File: src/rtl/cell_tracker.sv
// Maps pixel coordinates onto a grid of cells: cell index (line/column) and offset
// inside the cell (ry/rx). Scan-order steps are tracked incrementally; jumps use a serial divider.
module cell_tracker #(
  parameter int C_CELL_WIDTH     = 5,
  parameter int C_CELL_HEIGHT    = 5,
  parameter int C_NUM_OF_CELLS_X = 5,
  parameter int C_NUM_OF_CELLS_Y = 5,
  parameter int C_COORD_BITS     = 10
) (
  input  logic                    iclk,
  input  logic                    irst_n,
  input  logic                    ivalid,
  input  logic [C_COORD_BITS-1:0] ivga_x,
  input  logic [C_COORD_BITS-1:0] ivga_y,
  output logic [C_COORD_BITS-1:0] line,
  output logic [C_COORD_BITS-1:0] column,
  output logic [C_COORD_BITS-1:0] ry,
  output logic [C_COORD_BITS-1:0] rx,
  output logic                    ovalid,
  output logic                    obusy,
  output logic                    oedge,
  output logic                    oin_grid
);

  localparam int W  = C_COORD_BITS;
  localparam int CW = (W > 1) ? $clog2(W) : 1;

  localparam logic [W:0]    DIV_X     = (W+1)'(C_CELL_WIDTH);
  localparam logic [W:0]    DIV_Y     = (W+1)'(C_CELL_HEIGHT);
  localparam logic [W-1:0]  LAST_RX   = W'(C_CELL_WIDTH - 1);
  localparam logic [W-1:0]  LAST_RY   = W'(C_CELL_HEIGHT - 1);
  localparam logic [CW-1:0] LAST_STEP = CW'(W - 1);

  typedef enum logic [1:0] {S_IDLE, S_TRACK, S_DIVIDE} state_e;
  typedef enum logic [1:0] {AX_ZERO, AX_EQUAL, AX_INC, AX_JUMP} axis_cls_e;

  typedef struct packed {
    logic [W-1:0] quo;
    logic [W-1:0] rem;
  } axis_res_t;

  // dvd shifts left one bit per step and fills with quotient bits from the bottom.
  typedef struct packed {
    logic [W-1:0] dvd;
    logic [W:0]   rem;
  } div_t;

  function automatic axis_cls_e classify(input logic [W-1:0] coord, input logic [W-1:0] prev);
    if (coord == '0)                                      return AX_ZERO;
    else if (coord == prev)                               return AX_EQUAL;
    else if ({1'b0, coord} == ({1'b0, prev} + (W+1)'(1))) return AX_INC;
    else                                                  return AX_JUMP;
  endfunction

  function automatic axis_res_t track_step(input axis_cls_e cls, input axis_res_t cur,
                                           input logic [W-1:0] last_rem);
    axis_res_t nxt;
    nxt = cur;
    case (cls)
      AX_ZERO: nxt = '0;
      AX_INC: begin
        if (cur.rem == last_rem) begin
          nxt.rem = '0;
          nxt.quo = cur.quo + W'(1);
        end else begin
          nxt.rem = cur.rem + W'(1);
        end
      end
      default: nxt = cur;
    endcase
    return nxt;
  endfunction

  function automatic div_t div_step(input div_t cur, input logic [W:0] divisor);
    div_t       nxt;
    logic [W:0] trial;
    logic       fits;
    trial   = {cur.rem[W-1:0], cur.dvd[W-1]};
    fits    = (trial >= divisor);
    nxt.rem = fits ? (trial - divisor) : trial;
    nxt.dvd = (cur.dvd << 1) | W'(fits);
    return nxt;
  endfunction

  state_e          state_q, state_d;
  logic [W-1:0]    prev_x_q, prev_x_d, prev_y_q, prev_y_d;
  axis_res_t       res_x_q, res_x_d, res_y_q, res_y_d;
  div_t            div_x_q, div_x_d, div_y_q, div_y_d;
  logic [CW-1:0]   cnt_q, cnt_d;
  logic            ovalid_q, ovalid_d;
  logic            oedge_q, oedge_d;
  logic            oin_grid_q, oin_grid_d;

  axis_cls_e       cls_x, cls_y;
  div_t            div_x_nxt, div_y_nxt;
  logic            load;

  always_comb begin
    cls_x     = classify(ivga_x, prev_x_q);
    cls_y     = classify(ivga_y, prev_y_q);
    div_x_nxt = div_step(div_x_q, DIV_X);
    div_y_nxt = div_step(div_y_q, DIV_Y);
  end

  // NOTE: every signal written here gets a default first, so no path leaves one unassigned (no latch).
  always_comb begin
    state_d    = state_q;
    prev_x_d   = prev_x_q;
    prev_y_d   = prev_y_q;
    res_x_d    = res_x_q;
    res_y_d    = res_y_q;
    div_x_d    = div_x_q;
    div_y_d    = div_y_q;
    cnt_d      = cnt_q;
    ovalid_d   = 1'b0;
    oedge_d    = oedge_q;
    oin_grid_d = oin_grid_q;
    load       = 1'b0;

    case (state_q)
      S_IDLE: begin
        if (ivalid) begin
          prev_x_d = ivga_x;
          prev_y_d = ivga_y;
          if (ivga_x == '0 && ivga_y == '0) begin
            res_x_d  = '0;
            res_y_d  = '0;
            ovalid_d = 1'b1;
            load     = 1'b1;
            state_d  = S_TRACK;
          end else begin
            div_x_d = '{dvd: ivga_x, rem: '0};
            div_y_d = '{dvd: ivga_y, rem: '0};
            cnt_d   = '0;
            state_d = S_DIVIDE;
          end
        end
      end

      S_TRACK: begin
        if (ivalid) begin
          prev_x_d = ivga_x;
          prev_y_d = ivga_y;
          if (cls_x == AX_JUMP || cls_y == AX_JUMP) begin
            div_x_d = '{dvd: ivga_x, rem: '0};
            div_y_d = '{dvd: ivga_y, rem: '0};
            cnt_d   = '0;
            state_d = S_DIVIDE;
          end else begin
            res_x_d  = track_step(cls_x, res_x_q, LAST_RX);
            res_y_d  = track_step(cls_y, res_y_q, LAST_RY);
            ovalid_d = 1'b1;
            load     = 1'b1;
          end
        end
      end

      S_DIVIDE: begin
        div_x_d = div_x_nxt;
        div_y_d = div_y_nxt;
        cnt_d   = cnt_q + CW'(1);
        if (cnt_q == LAST_STEP) begin
          res_x_d  = '{quo: div_x_nxt.dvd, rem: div_x_nxt.rem[W-1:0]};
          res_y_d  = '{quo: div_y_nxt.dvd, rem: div_y_nxt.rem[W-1:0]};
          cnt_d    = '0;
          ovalid_d = 1'b1;
          load     = 1'b1;
          state_d  = S_TRACK;
        end
      end

      default: state_d = S_IDLE;
    endcase

    // Flags follow freshly loaded results only, so they stay 0 out of reset until a result exists.
    if (load) begin
      oedge_d    = (res_x_d.rem == '0) || (res_y_d.rem == '0);
      oin_grid_d = (32'(res_x_d.quo) < 32'(C_NUM_OF_CELLS_X)) &&
                   (32'(res_y_d.quo) < 32'(C_NUM_OF_CELLS_Y));
    end
  end

  // NOTE: sequential state uses non-blocking assignments only; the divider datapath is reset too,
  // since a reset can land mid-division and everything must restart from a clean state.
  always_ff @(posedge iclk or negedge irst_n) begin
    if (!irst_n) begin
      state_q    <= S_IDLE;
      prev_x_q   <= '0;
      prev_y_q   <= '0;
      res_x_q    <= '0;
      res_y_q    <= '0;
      div_x_q    <= '0;
      div_y_q    <= '0;
      cnt_q      <= '0;
      ovalid_q   <= 1'b0;
      oedge_q    <= 1'b0;
      oin_grid_q <= 1'b0;
    end else begin
      state_q    <= state_d;
      prev_x_q   <= prev_x_d;
      prev_y_q   <= prev_y_d;
      res_x_q    <= res_x_d;
      res_y_q    <= res_y_d;
      div_x_q    <= div_x_d;
      div_y_q    <= div_y_d;
      cnt_q      <= cnt_d;
      ovalid_q   <= ovalid_d;
      oedge_q    <= oedge_d;
      oin_grid_q <= oin_grid_d;
    end
  end

  assign column   = res_x_q.quo;
  assign rx       = res_x_q.rem;
  assign line     = res_y_q.quo;
  assign ry       = res_y_q.rem;
  assign ovalid   = ovalid_q;
  assign obusy    = (state_q == S_DIVIDE);
  assign oedge    = oedge_q;
  assign oin_grid = oin_grid_q;

endmodule

File: config.mk
export PLATFORM = sky130hd
export DESIGN_NAME = cell_tracker
export DESIGN_NICKNAME = d
export VERILOG_FILES = /design/src/rtl/cell_tracker.sv
export SDC_FILE = /design/constraint.sdc
export NUM_CORES = 1
export LEC_CHECK = 0
export ABC_CLOCK_PERIOD_IN_PS = 5350
export CORE_MARGIN = 4
export CORE_UTILIZATION = 59
export DETAILED_ROUTE_END_ITERATION = 6
export GPL_ROUTABILITY_DRIVEN = 0
export PLACE_DENSITY = 0.77
export SKIP_CTS_REPAIR_TIMING = 1
export SYNTH_ARGS = -nofsm -noshare
export SYNTH_HDL_FRONTEND = slang
export SYNTH_SLANG_ARGS = --single-unit
File: constraint.sdc
create_clock -name iclk -period 5.35 [get_ports iclk]
set_input_delay 1.07 -clock iclk [delete_from_list [all_inputs] [get_ports iclk]]
set_output_delay 1.07 -clock iclk [all_outputs]
set_load 0.05 [all_outputs]
### Word-level counts from Yosys, hierarchy flattened

Cells that the tools add are included.

* word-level logic and storage cells: 118
* flip-flop bits (word level): 109
* output and inout bits: 44
* bits of input ports: 23

* reductions and logical operators: 16
* bitwise operators: 2
* mux-type cells: 54
* add/sub/neg operators: 9
* eq/ne operators: 18
* $lt $le $gt $ge: 4

Operators with widths (count)
* two-way mux 20 bit: 10
* two-way mux 21 bit: 8
* one-hot mux 21 bit (3 select lines): 2
* one-hot mux 20 bit (3 select lines): 2
* one-hot mux 20 bit (2 select lines): 2
* adder 10 x 1 -> 10 bit, second input constant: 4
* logical NOT 10 bit: 4
* two-way mux 10 bit: 4
* adder 10 x 1 -> 11 bit, second input constant: 2
* == test 10 x 11 -> 1 bit: 2
* >= comparator 11 x 3 -> 1 bit, second input constant: 2
* two-way mux 11 bit: 2
* subtractor 11 x 3 -> 11 bit, second input constant: 2
* == test 10 bit: 2
* == test 10 x 3 -> 1 bit, second input constant: 2
* less-than comparator 10 x 3 -> 1 bit, second input constant: 2
* two-way mux 4 bit: 5
* bitwise OR 10 x 1 -> 10 bit: 2
* two-way mux 2 bit: 9
* one-hot mux 4 bit (3 select lines): 1
* == test 2 bit, second input constant: 5
* != test 2 bit, second input constant: 4
* two-way mux 1 bit: 7
* logical NOT 2 bit: 3
* other kinds (13): 15

### Logic depth before layout (Yosys ltp)

Gate-level depths: netlist of the first run.

* word-level depth: 12
* depth in mapped cells: 14
* mapped depth without buffers: 13

### Least setup slack after synthesis of the first run

OpenSTA, ideal clock, no wires.

* path kind: in2reg
* start point: in ivga_x[6]
* end point: reg oedge_q (netlist: oedge)
* path slack: 1.173 ns
* stages: 12
* arrival time: 4.112 ns
* setup time: 0.066 ns
* path buffers: 2
* required time: 5.284 ns
* cells stage by stage: clkbuf_1 > or4_1 > a21oi_1 > o22a_1 > a21oi_1 > dlygate4sd1_1 > o31ai_1 > nand2_1 > or4_1 > or4b_1 > o41ai_2 > a31o_1

RTL lines
* start, declared: RTL line 13 `input logic [C_COORD_BITS-1:0] ivga_x,`
* end signal, assigned: RTL line 208 `oedge_q <= oedge_d;`
* end, declared: RTL line 91 `logic oedge_q, oedge_d;`

==> reports/metrics.yaml, run 1 <==
status:
  status: "finished with violations"
  violations: "DRC"
clock_tree:
  cts.sinks: 109
  clk_pin_slew_worst_paths_ns: 0.07
  h-tree-depth: 3
  cts_max_path_buffers: 2
  root_buffer: "clkbuf_16"
  cts_buffers: 9
  clock_latency_ns: 0.37
  cts_tree: "yes"
placed_design:
  place_inst: 1117
  portBuffers: 66
  dp_hpwl_mm: 17.00
floorplanning:
  fp.coreArea_sq_um: 12620
  num_rows: 41
  die_height_microns: 121.6
  dieArea_sq_um: 14790
  ios: 67
  die_w_microns: 121.6
  initial_core_util_pct: 60.35
timing:
  timing.final.crit_share_pct: 89.57
  worstMarginPinSlew_ns: 1.232
  hold_viol: 0
  whs_ns: 0.5059
  fmax_mhz: 208.7
  slew_violations: 0
  rsz0062_at_grt: "false"
  fin_skew_ns: 0.008632
  finalSetupViolCount: 0
  finalSetupTns_ns: 0
  slew_headroom_pct: 17.18
  fin_crit_ns: 4.792
synthesis:
  synth-seq-cells: 109
  ys_warn_count: 0
  syn-num-nets: 934
  syn_inst: 897
  netlist_area_sq_um: 7616
  synthArstFlopShare_pct: 100.0
  synth_edf_count: 0
  synthFlopType: "dfrtp_1"
  syn-mean-instance-area_sq_um: 8.491
  yosysSeqAreaShare_pct: 35.81
  ys_types: 88
global_routing:
  grtUsageTotal_pct: 32.08
  grt_overflow: 0
  met3_usage_pct: 7.149
  grt.busiest_layer: "met2"
  grt_pass1_wl_mm: 37.49
  met1_usage_pct: 41.63
  grt_pass1_vias: 7230
  grt_max_degree: 68
  grt_antenna_before_repair: 0
  met2_usage_pct: 51.81
routing:
  routed_wl_mm: 23.28
  wl_per_cell_microns: 20.55
  viasPerCell: 6.733
  drcViolationCount: 1
  dr.pass1.iters: 7
  drt.antenna.violating_nets: 0
  num_vias: 7628
  drt_iter0_markers: 1086
setup_path:
  crit_buf_inv: 3
  worstSetupPathType: "in2reg"
  worstPathMaxFanout: 10
  max_stage_delay_ns: 0.56
  critPathLaunchType: "input pin"
  path_cells: "clkdlybuf4s50_1 -> or3b_1 -> and3_1 -> o22ai_1 -> nand3_1 -> o21ai_0 -> buf_4 -> nand2_1 -> o311ai_0 -> o311ai_0 -> nor4_1 -> buf_4 -> nand4_1 -> o31ai_1"
  arrival_ns: 5.08
  cp-end-kind: "register"
  cp_slowest_cell: "clkdlybuf4s50_1"
  worstPathRequired_ns: 5.64
  crit_family: "compound AO/OA/AOI/OAI gates"
final_layout:
  nets: 993
  syn_to_final_growth_pct: 15.62
  drive_gt1_share_pct: 8.949
  antenna_cells: 0
  finalNonFillerCells: 1133
job:
  drv_cap: 0
power_and_ir_drop:
  power_w: 0.004461
  leakage_nw: 3.586
  ir_drop_mv: 0.4122
  cellPowerDensity_nw_per_um2: 506.6
worst_hold_path:
  worst_hold_path_type: "reg2reg"
[cells by family after synthesis]
family / Yosys count / share of synthesized area, %
AND/OR/NAND/NOR: 387 / 26.09
AO/OA/AOI/OAI: 245 / 22.06
flip-flops: 109 / 35.81
buffers and inverters: 63 / 3.664
multiplexers: 40 / 5.586
XOR/XNOR: 39 / 4.485
adder cells (fa/ha/maj): 14 / 2.300
[cell type report]
type,count,area (sq um)
tap,172,215.2
timing repair buffer,86,820.8
inverter,25,93.84
sequential,109,2728
multi-input combinational,725,4623
fill,1041,3814
clock inverter,6,86.33
clock buffer,10,239.0
[cell usage after synthesis, types with 7 or more instances]
cell type	count	area [sq um]
nand4_1	20	125.1
nor2_1	62	232.7
a21oi_1	33	165.2
o21a_1	10	75.07
o21ai_0	73	365.4
xor2_1	12	105.1
inv_1	22	82.58
o211ai_1	9	67.56
a22oi_1	7	52.55
a22o_1	13	113.9
or4_1	10	75.07
dfrtp_1	109	2728
a31oi_1	12	75.07
nand3_1	40	200.2
and2_1	8	50.05
ha_1	14	175.2
o31ai_1	8	60.06
nor4_1	12	75.07
or2_2	7	43.79
nand3b_1	9	67.56
mux2_2	20	225.2
or3_1	11	68.82
nand2_1	122	457.9
clkbuf_1	27	101.4
and3_1	18	112.6
xnor2_1	27	236.5
a21o_1	12	90.09
mux2i_1	20	200.2
nor3_1	30	150.1
[routing by layer]
metal  up-vias  wire, microns
met3       103           2001
li1       3468              -
met4         0           1106
met1      3593           9426
met5         -              0
met2       464          10750
[through the flow]
step | util, % | setup WS [ns] | instance area (sq um)
CTS | 69.78 | 0.6298 | 8806
finish | 69.78 | 0.5578 | 8806
floorplan | - | 1.173 | 7616
global route | 69.78 | 0.3218 | 8806
global placement | 67.20 | 0.3330 | 8481
detailed placement | 67.20 | 0.2832 | 8481
[worst min-delay path: stages (launching register included)]
cell,delay [ns]
dfrtp_1,0.36
nand2_1,0.05
o21ai_0,0.06
[placed cells by master, fill, tap and decap left out, drive strengths merged, types with 20 or more instances in the layout]
cell           count
dfrtp            109
nand4             20
a21oi             33
mux2i             20
nand3             41
nor2              62
nand2            123
xnor2             27
clkdlybuf4s50     65
inv               24
o21ai             74
mux2              20
nor3              30
buf               21
[sequential cells by signal (all words and copies together) (netlist names), 2 cells and up]
name and cells:
cnt_q 4, column 10, div_x_q 20, div_y_q 20, line 10, prev_x_q 10
prev_y_q 10, rx 10, ry 10, state_q 2
[final timing paths]
path	from	endpoint	slack, ns	cells past startpoint
worst max-delay path	ivga_x[2]	oin_grid$_DFFE_PN0P_	0.56	14
worst min-delay path	div_y_q[9]$_DFFE_PN0P_	div_y_q[9]$_DFFE_PN0P_	0.51	2
worst max register to register	prev_y_q[1]$_DFFE_PN0P_	oedge$_DFFE_PN0P_	1.04	12
worst min register to register	div_y_q[9]$_DFFE_PN0P_	div_y_q[9]$_DFFE_PN0P_	0.51	2
max in group asynchronous	irst_n	cnt_q[2]$_DFFE_PN0P_	3.46	2
min in group asynchronous	irst_n	div_y_q[3]$_DFFE_PN0P_	0.81	1
[power breakdown]
part	internal [W]	leakage (nW)	switching [W]	total [W]
registers	0.00109	1.40	0.000386	0.00148
clock network	0.000422	0.158	0.000323	0.000745
logic	0.000860	2.02	0.00138	0.00224
(Power assumes the default switching activity.)
==> run 2: changes to the inputs <==
Settings changed: CORE_UTILIZATION 59 to 45, PLACE_DENSITY 0.77 to 0.65.
==> run 2 against run 1 <==
Against the previous run: the flow now finishes without violations; maximum frequency up 2.7%; flip-flop and latch count unchanged; die area up 29%; critical path depth down 1; power grew 1.5%; critical endpoint is now oedge$_DFFE_PN0P_.
==> reports/metrics.yaml, run 2 (synthesized netlist as in run 1, its figures left out) <==
floorplanning:
  dieArea_sq_um: 19070
  num_rows: 47
  die_height_microns: 138.1
  initial_core_util_pct: 45.93
  ios: 67
  die_w_microns: 138.1
  fp.coreArea_sq_um: 16580
setup_path:
  critPathLaunchType: "input pin"
  reg2regPathDepth: 12
  worstSetupPathType: "in2reg"
  cp-end-kind: "register"
  crit_family: "simple AND/OR/NAND/NOR gates"
  worstPathRequired_ns: 5.65
  arrival_ns: 4.96
  path_cells: "clkdlybuf4s50_1 -> nor4_1 -> nand4_1 -> o31ai_1 -> nand2b_1 -> nor4_2 -> clkbuf_4 -> a311oi_1 -> nand3b_1 -> or4_1 -> or4b_1 -> o41ai_2 -> a31o_1"
  cp_slowest_cell: "nor4_1"
  worstPathMaxFanout: 12
  path_depth: 13
  crit_buf_inv: 2
  max_stage_delay_ns: 0.53
timing:
  rsz0062_at_grt: "false"
  timing.final.crit_share_pct: 87.23
  finalSetupTns_ns: 0
  slew_violations: 0
  slew_headroom_pct: 19.19
  worstMarginPinSlew_ns: 1.212
  fmax_mhz: 214.3
  hold_viol: 0
  fin_skew_ns: 0.006394
  finalSetupViolCount: 0
  fin_crit_ns: 4.667
  whs_ns: 0.4857
  worst_slack_ns: 0.6831
global_routing:
  grt_antenna_before_repair: 0
  grt_overflow: 0
  grt_pass1_wl_mm: 38.67
  grt_max_degree: 71
  grt_pass1_vias: 6895
  grtUsageTotal_pct: 25.06
worst_hold_path:
  worst_hold_path_type: "reg2reg"
  hold_depth: 2
clock_tree:
  clk_pin_slew_worst_paths_ns: 0.07
  root_buffer: "clkbuf_16"
  cts.sinks: 109
  cts_max_path_buffers: 2
  cts_buffers: 9
  clock_latency_ns: 0.36
  cts_tree: "yes"
  h-tree-depth: 3
power_and_ir_drop:
  leakage_nw: 3.618
  cellPowerDensity_nw_per_um2: 507.4
  pwr-share-comb_pct: 49.4
  pwr-share-clk_pct: 17.0
  p_switching_w: 0.002091
  p_seq_share_pct: 33.5
  swShare_pct: 46.20
  ir_drop_mv: 0.2306
  p_int_w: 0.002435
final_layout:
  antenna_cells: 0
  syn_to_final_growth_pct: 17.12
  mostFrequentLayoutCells: "nand2_1 (122), dfrtp_1 (109), o21ai_0 (73), clkdlybuf4s50_1 (65), nor2_1 (61)"
  top_regs: "div_x_q: 20 flops, div_y_q: 20 flops"
  final_common_cell: "nand2_1"
  finalNonFillerCells: 1186
  nets: 998
  drive_gt1_share_pct: 9.213
routing:
  num_vias: 7534
  wl_per_cell_microns: 20.73
  viasPerCell: 6.352
  drcViolationCount: 0
  drt.antenna.violating_nets: 0
  drt_iter0_markers: 750
  routed_wl_mm: 24.58
  dr.pass1.iters: 6
placed_design:
  portBuffers: 66
  place_inst: 1169
  pre_cts_slack_ns: 0.3622
  dp_hpwl_mm: 18.40
status:
  status: "finished, final reports clean"
job:
  drv_cap: 0
-- run 2: cell count changes in the layout (fill, tap and decap cells not counted) --
cell        before  now
clkbuf_1         0    2
clkbuf_4         0    1
clkinvlp_4       1    0
bufinv_16        2    3
clkinv_4         1    0
buf_4           20   24
clkinv_2         2    1
-- run 2: layout make-up --
cell class / instances / area [sq um]
fillers: 1592 / 7664
multi-input cells: 725 / 4623
flip-flops and latches: 109 / 2728
repair buffers: 91 / 858.3
well taps: 220 / 275.3
clock buffers: 12 / 246.5
clock inverters: 4 / 95.09
inverters: 25 / 93.84
-- run 2: worst min-delay path: stages (launching register included) --
cell     delay [ns]
dfrtp_1        0.34
nand2_1        0.05
o21ai_0        0.06
-- run 2: per-layer routing --
metal	wire length, microns	global-route usage, %	vias to the layer above
met5	0	0	-
met4	806	8.892	0
met3	1694	3.867	44
met2	11290	39.75	357
met1	10790	35.03	3650
li1	-	-	3483
-- run 2: final timing paths --
path                                            to                     from  slack (ns)
max in group asynchronous  prev_x_q[1]$_DFFE_PN0P_                   irst_n        3.50
min reg2reg                div_x_q[11]$_DFFE_PN0P_  div_x_q[11]$_DFFE_PN0P_        0.49
max                              oedge$_DFFE_PN0P_                ivga_x[3]        0.68
max reg2reg                      oedge$_DFFE_PN0P_  prev_y_q[1]$_DFFE_PN0P_        1.17
min                        div_x_q[11]$_DFFE_PN0P_  div_x_q[11]$_DFFE_PN0P_        0.49
min in group asynchronous   div_x_q[7]$_DFFE_PN0P_                   irst_n        0.82
-- run 2: power by group through the flow --
stage / clock (W) / sequential, W / combinational, W
2_1_floorplan: 0 / 0.00147 / 0.00153
3_5_place_dp: 0 / 0.00151 / 0.00221
6_report: 0.000771 / 0.00152 / 0.00224
4_1_cts: 0.000786 / 0.00150 / 0.00222
3_3_place_gp: 0 / 0.00151 / 0.00217
5_1_grt: 0.000817 / 0.00156 / 0.00243
-- run 2: stage by stage --
stage	utilization [%]	total power (W)	cell area [sq um]
6_report	53.79	0.004526	8920
5_1_grt	53.79	0.004807	8920
4_1_cts	53.74	0.004508	8912
3_5_place_dp	51.68	0.003722	8571
3_3_place_gp	51.68	0.003679	8571
2_1_floorplan	-	0.002991	7616
